===== config.mk =====
export PLATFORM = sky130hd
export DESIGN_NAME = handshake_rx_ctrl
export DESIGN_NICKNAME = d
export VERILOG_FILES = /design/src/rtl/handshake_rx_ctrl.sv
export SDC_FILE = /design/constraint.sdc
export NUM_CORES = 1
export LEC_CHECK = 0
export ABC_AREA = 1
export CORE_AREA = 2 2 81 83
export DETAILED_ROUTE_END_ITERATION = 8
export DIE_AREA = 0 0 83 85
export PLACE_DENSITY = 0.44
export SYNTH_ARGS = -nofsm -noshare
export SYNTH_HDL_FRONTEND = slang
export SYNTH_SLANG_ARGS = --single-unit

===== constraint.sdc =====
create_clock -name clk -period 2.65 [get_ports clk]
set_input_delay 0.53 -clock clk [delete_from_list [all_inputs] [get_ports clk]]
set_output_delay 0.53 -clock clk [all_outputs]
set_load 0.05 [all_outputs]

===== src/rtl/handshake_rx_ctrl.sv =====
// ============================================================================
// handshake_rx_ctrl
//
// Receive-side controller for a 4-phase req/ack handshake driven by an
// asynchronous sender. req_in passes through an NSYNC-flop synchronizer. The
// FSM captures data_in and offers the word on a valid/ready port. Once the
// consumer takes the word, the FSM raises ack_out. When the synchronized
// request falls, it drops ack_out again.
//
// Optional feature macro: HS_TIMEOUT_EN
//   When defined, the FSM abandons the ACK state once TIMEOUT_CYCLES cycles
//   pass with the request still high, and it sets the sticky timeout_err.
//   When undefined, there is no counter, timeout_err is tied low, and ACK
//   waits for the request to fall for as long as it takes.
//
// Parameters
//   NSYNC          synchronizer depth on req_in (>= 2)
//   WIDTH          data width
//   TIMEOUT_CYCLES ACK-state limit in clk cycles (HS_TIMEOUT_EN only)
//
// Ports
//   clk          in   system clock, all state on posedge
//   reset        in   synchronous, active-high
//   req_in       in   asynchronous request from sender
//   data_in      in   sender data, stable while the request is pending
//   ack_out      out  acknowledge to sender (registered)
//   out_valid    out  data_out holds an unaccepted word
//   out_ready    in   consumer accepts when out_valid && out_ready
//   data_out     out  captured word (registered)
//   xfer_count   out  completed transfers, wraps at 16 bits
//   timeout_err  out  sticky timeout flag
// ============================================================================
module handshake_rx_ctrl #(
    parameter int NSYNC          = 2,
    parameter int WIDTH          = 8,
    parameter int TIMEOUT_CYCLES = 1000
) (
    input  logic             clk,
    input  logic             reset,
    input  logic             req_in,
    input  logic [WIDTH-1:0] data_in,
    output logic             ack_out,
    output logic             out_valid,
    input  logic             out_ready,
    output logic [WIDTH-1:0] data_out,
    output logic [15:0]      xfer_count,
    output logic             timeout_err
);

    typedef enum logic [1:0] {
        S_WAIT_LOW = 2'd0,
        S_IDLE     = 2'd1,
        S_VALID    = 2'd2,
        S_ACK      = 2'd3
    } state_t;

    state_t           r_state;
    logic [NSYNC-1:0] r_sync;
    // Each bit marks that the matching r_sync stage holds a post-reset sample
    // of req_in.
    logic [NSYNC-1:0] r_sync_vld;
    logic             r_ack;
    logic             r_valid;
    logic [WIDTH-1:0] r_data;
    logic [15:0]      r_count;
    logic             w_req_s;
    logic             w_req_seen_low;

    assign w_req_s = r_sync[NSYNC-1];

    // The chain is cleared by reset. If req_s alone were trusted, a request
    // held high across reset would look low for NSYNC cycles and would then
    // be captured. WAIT_LOW therefore only exits on a low that was really
    // sampled after reset.
    assign w_req_seen_low = r_sync_vld[NSYNC-1] && !w_req_s;

    always_ff @(posedge clk) begin
        if (reset) begin
            r_sync     <= '0;
            r_sync_vld <= '0;
        end else begin
            r_sync     <= {r_sync[NSYNC-2:0], req_in};
            r_sync_vld <= {r_sync_vld[NSYNC-2:0], 1'b1};
        end
    end

`ifdef HS_TIMEOUT_EN
    localparam int CNT_W = $clog2(TIMEOUT_CYCLES + 1);
    localparam logic [CNT_W-1:0] TCNT_LIMIT = CNT_W'(TIMEOUT_CYCLES - 1);

    logic [CNT_W-1:0] r_tcnt;
    logic             r_terr;

    assign timeout_err = r_terr;
`else
    // No timeout hardware in this build. The parameter is still referenced
    // so that it remains part of the module interface.
    assign timeout_err = 1'b0 && (TIMEOUT_CYCLES < 0);
`endif

    always_ff @(posedge clk) begin
        if (reset) begin
            r_state <= S_WAIT_LOW;
            r_ack   <= 1'b0;
            r_valid <= 1'b0;
            r_data  <= '0;
            r_count <= '0;
`ifdef HS_TIMEOUT_EN
            r_tcnt  <= '0;
            r_terr  <= 1'b0;
`endif
        end else begin
            case (r_state)
                S_WAIT_LOW: begin
                    if (w_req_seen_low) begin
                        r_state <= S_IDLE;
                    end
                end
                S_IDLE: begin
                    if (w_req_s) begin
                        r_data  <= data_in;
                        r_valid <= 1'b1;
                        r_state <= S_VALID;
                    end
                end
                S_VALID: begin
                    // r_valid is always set in this state, so out_ready
                    // alone decides acceptance.
                    if (out_ready) begin
                        r_valid <= 1'b0;
                        r_ack   <= 1'b1;
                        r_count <= r_count + 16'd1;
                        r_state <= S_ACK;
`ifdef HS_TIMEOUT_EN
                        r_tcnt  <= '0;
`endif
                    end
                end
                S_ACK: begin
                    // A request fall on the limit cycle takes priority, so
                    // the transfer completes without an error.
                    if (!w_req_s) begin
                        r_ack   <= 1'b0;
                        r_state <= S_IDLE;
                    end
`ifdef HS_TIMEOUT_EN
                    else if (r_tcnt == TCNT_LIMIT) begin
                        r_ack   <= 1'b0;
                        r_terr  <= 1'b1;
                        r_state <= S_WAIT_LOW;
                    end else begin
                        r_tcnt  <= r_tcnt + CNT_W'(1);
                    end
`endif
                end
                default: r_state <= S_WAIT_LOW;
            endcase
        end
    end

    assign ack_out    = r_ack;
    assign out_valid  = r_valid;
    assign data_out   = r_data;
    assign xfer_count = r_count;

endmodule


Word level (Yosys, flattened, before mapping)
Cells that the tools add are included.

Register bits after elaboration: 32. Input bits: 12. Output and inout port bits: 27. Word-level logic and storage cells: 38.

$add $sub $neg: 1. Equality and inequality tests: 7. Mux-type cells: 12. Reduce and logical (&&, ||, !) cells: 10.

Operator list (count): $add 16x1->16 const B (1); $mux 2 (4); $ne 2x2->1 const B (4); $pmux 2 s4 (1); $reduce_and 3->1 (2); $mux 1 (5); $eq 2x2->1 const B (2); $pmux 1 s2 (2); $reduce_and 2->1 (2); $reduce_and 4->1 (1); $reduce_bool 2->1 (2); $eq 2x1->1 const B (1); $logic_not 2->1 (1); $logic_and 1x1->1 (1); $logic_not 1->1 (1).

Depth between registers and ports, before layout
Word-level depth: 4. Depth in mapped cells: 10. Depth with buffers taken out: 10.

Worst setup path before layout
Ideal clock, no wire load.

Kind: register to register. Start: register r_count[1] (netlist: xfer_count[1]). End: register r_count[14] (netlist: xfer_count[14]). Arrival time: 1483 ps. Required time: 2540 ps. Slack: 1057 ps. Stages on the path, launching flop included: 7. Path buffers: 0. Period minus slack after synthesis: 1593 ps. Path through: dfxtp_1 ha_1 nand4_1 nor2_1 nand4_1 nand2_1 nor2_1.

Cells in the longest elaborated chain, start to end: 1.

RTL lines: start, declared (line 65) `logic [15:0] r_count;`; start signal, assigned (line 132) `r_count <= r_count + 16'd1;`; $add 16x1->16 (line 132).

No other way between the ends. A chain may end at the register's enable or synchronous reset.

Worst setup path after layout
Start: register r_count[5] (netlist: xfer_count[5]). End: output xfer_count[5].

RTL lines: end, declared (line 46) `output logic [15:0] xfer_count,`.

No word-level cell between the ends.

==> Flow_metrics.wiki <==
{| class="wikitable"
! Metric !! Value
|-
| Final cycle utilization of the critical path || 0.8001
|-
| IO buf count || 37
|-
| Largest driver fanout on the critical path || 6
|-
| Total standard cell area after synthesis || 1493 um^2
|-
| Global-route met2 utilization || 0.1657
|-
| DRC || 0
|-
| Number of DRC violations after detailed-routing iteration 0 || 82
|-
| Max frequency || 471.6 MHz
|-
| Overflow left after global routing || 0
|-
| Met3 Track Usage GR || 0.04086
|-
| Number of enable-type register cells in the synthesized netlist || 0
|-
| Top cell family by delay on the critical path || buffers and inverters
|-
| Critical Path, Cell by Cell || clkdlybuf4s50_1
|-
| Layout cells sized above 1 || 0.09562
|-
| Category of the worst setup path capture point || primary output
|-
| Clock tree sinks || 32
|-
| Post-synthesis adder-cell area fraction || 0.04191
|-
| CP arrival || 1.59 ns
|-
| Status || finished, final reports clean
|-
| TritonCTS clock tree || done
|-
| Layer carrying the most global-route usage || met2
|-
| Number of buffers on the longest clock path || 2
|-
| Worst path depth || 1
|-
| Reg2reg path depth || 8
|-
| Fin worst setup slack || 0.5297 ns
|-
| Number of top-level pins || 39
|-
| Critical path class || reg2out
|-
| Maximum Capacitance Violations || 0
|-
| Clk slew on worst S/H paths || 0.07 ns
|-
| Number of buffers inserted during clock tree synthesis || 5
|-
| Post-CTS repair timing setup buffer count || 0
|-
| VDD IR max || 211.8 uV
|-
| Die height || 85 um
|-
| Vias after detailed routing || 1372
|-
| RSZ-0062 raised after global routing || no
|-
| DIE AREA || 7055 um^2
|-
| Share of flip-flops with an asynchronous set or reset || 0
|-
| Overall die width || 83 um
|-
| Floorplan row count || 29
|-
| Master of the slowest instance on the critical path || sky130_fd_sc_hd__clkdlybuf4s50_1
|-
| Critical path buffer and inverter count || 1
|-
| Worst Hold Class || reg2reg
|-
| Net Count, Synth || 226
|-
| Post-route core utilization || 0.3307
|-
| Mux share of post-synthesis cell area || 0
|-
| Synthesized area divided by synthesized cell count || 7.142 um^2
|-
| Last weighted congestion value of the routability-driven placer || 0.7427
|-
| GR met1 Demand/Resource || 0.1407
|-
| Fin Setup TNS || 0 ns
|-
| Static leakage || 0.7765 nW
|-
| Cell chosen for the clock root || sky130_fd_sc_hd__clkbuf_8
|-
| Delay of the slowest cell on the worst path || 0.85 ns
|-
| Xor and xnor fraction of the mapped netlist area || 0
|-
| WL final || 3.491 mm
|-
| Post-cts hold buffer count || 0
|-
| Register-to-Register Setup Slack || 1.14 ns
|-
| Vias in the first global route || 1323
|-
| Slew at the pin with the worst max-slew slack || 0.4992 ns
|-
| Layout area overhead || 37.47%
|-
| Launch point of the critical path || xfer_count[5]
|-
| Total power of the final layout || 1.313 mW
|-
| DP HPWL || 2.589 mm
|-
| First-pass GRT wire length || 6.085 mm
|-
| Reg-to-reg endpoint || xfer_count[11]
|-
| Cell variety after synth || 24
|-
| Pwr per Cell Area || 639.9 nW/um^2
|-
| Minimum clock period after layout || 2.120 ns
|-
| Simple logic cell fraction of the synthesized area || 0.3261
|-
| Synth top area share || 0.4292
|-
| Setup violations, final || 0
|-
| Nets@finish || 267
|-
| Top cells by count, synth || sky130_fd_sc_hd__nand2_1 (39), sky130_fd_sc_hd__nor2_1 (39), sky130_fd_sc_hd__dfxtp_1 (32)
|-
| First-pass detailed-route iteration total || 4
|-
| Final-layout worst hold slack || 0.4027 ns
|-
| Post-cts sizing count || 0
|-
| Main combinational cell family by area after synthesis || simple AND/OR/NAND/NOR gates
|-
| Number of hold violations in the final report || 0
|-
| Global-route usage over all layers || 0.1088
|-
| Compound-cell area share of the yosys netlist || 0.1140
|-
| Wire length per cell || 10.64 um
|-
| Number of H-tree branching levels || 2
|-
| Via density per instance || 4.183
|-
| DP Worst Slack || 0.6376 ns
|-
| Cells after synthesis || 209
|-
| Worst path required time || 2.12 ns
|-
| Origin of the critical flop-to-flop path || r_state[0]
|-
| Antenna violations before repair || 0
|-
| Slew HR || 0.6662
|-
| Floorplan core area || 6205 um^2
|-
| Initial Utilization || 0.2406
|-
| Crit path capture || xfer_count[5]
|-
| Total number of yosys warnings || 0
|-
| Antenna violation net count after detailed routing || 0
|-
| Ant. Diodes || 0
|-
| Most instantiated flip-flop cell in the synthesis netlist || sky130_fd_sc_hd__dfxtp_1
|-
| Sequential-to-total area share from yosys stat || 0.4292
|-
| Top cell type by total area after synthesis || sky130_fd_sc_hd__dfxtp_1
|-
| Final setup skew || 0.006074 ns
|-
| Yosys reg bits || 32
|-
| Maximum number of pins on one net before global-route repair || 19
|-
| Final Max Tran Viols || 0
|-
| Worst setup SP type || flip-flop
|-
| Leading post-synthesis cells by cell area || sky130_fd_sc_hd__dfxtp_1 (43%), sky130_fd_sc_hd__nand2_1 (9.8%), sky130_fd_sc_hd__nor2_1 (9.8%)
|-
| Clk Latency, worst-skew pair || 0.29 ns
|}
==> where the power goes <==
group	switching [mW]	internal (mW)	total (mW)
registers	0.0267	0.517	0.543
clock network	0.182	0.279	0.461
logic	0.195	0.114	0.308
total	0.404	0.909	1.31
==> worst min path at each step <==
stage,startpoint,end,cells after the start
final,r_sync[0],r_sync[1],2
after global routing,r_sync[0],r_sync[1],2
after CTS,r_sync[0],r_sync[1],2
after detailed placement,r_sync[0],r_sync[1],2
after global placement,r_sync[0],r_sync[1],2
after floorplan,r_sync[0],r_sync[1],2
==> sequential cells by signal, summed over array words and instances (netlist names) <==
signal and cells:
r_sync_vld 2, data_out 8, r_sync 2, ack_out 1, r_state 2, out_valid 1
xfer_count 16
==> final cells by class <==
cell class,count,area (um^2)
Fill cell,680,4153
Multi-Input combinational cell,145,723.2
Sequential cell,32,640.6
Timing Repair Buffer,38,377.9
Inverter,28,106.4
Tap cell,77,96.34
Clock buffer,6,72.57
Clock inverter,2,35.03
==> cells by family (layout without fill, tap and decap cells) <==
kind of cell,after synthesis,in the layout
AO/OA/AOI/OAI,32,32
adder cells (fa/ha/maj),5,5
buffers and inverters,32,74
flip-flops,32,32
other,1,1
AND/OR/NAND/NOR,107,107
==> routing by layer <==
layer  vias to the layer above  part of all wire
met5                         -                 0
met4                         0             0.019
met3                         7             0.057
met2                        36              0.41
met1                       588              0.51
li1                        741                 -
==> worst min-delay path, cell delays in order (launching register included) <==
cell	delay, ns
sky130_fd_sc_hd__dfxtp_1	0.30
sky130_fd_sc_hd__inv_1	0.04
sky130_fd_sc_hd__nor2_1	0.03
==> stage by stage <==
| step | instance area (um^2) | std cells |
|---|---|---|
| after floorplan | 1493 | 209 |
| after global placement | 1944 | 320 |
| after detailed placement | 1944 | 320 |
| after CTS | 2052 | 328 |
| after global routing | 2052 | 328 |
| final | 2052 | 328 |
==> cell usage in the layout, fill, tap and decap left out, drive strengths merged, types with 2 or more instances in the layout <==
cell type	instances
nor2	47
nand3	6
nand4	7
nand2	44
clkbuf	6
a21oi	11
dfxtp	32
ha	5
inv	27
clkinv	2
clkdlybuf4s50	37
o21ai	17
o21bai	2
(Power assumes the default switching activity.)
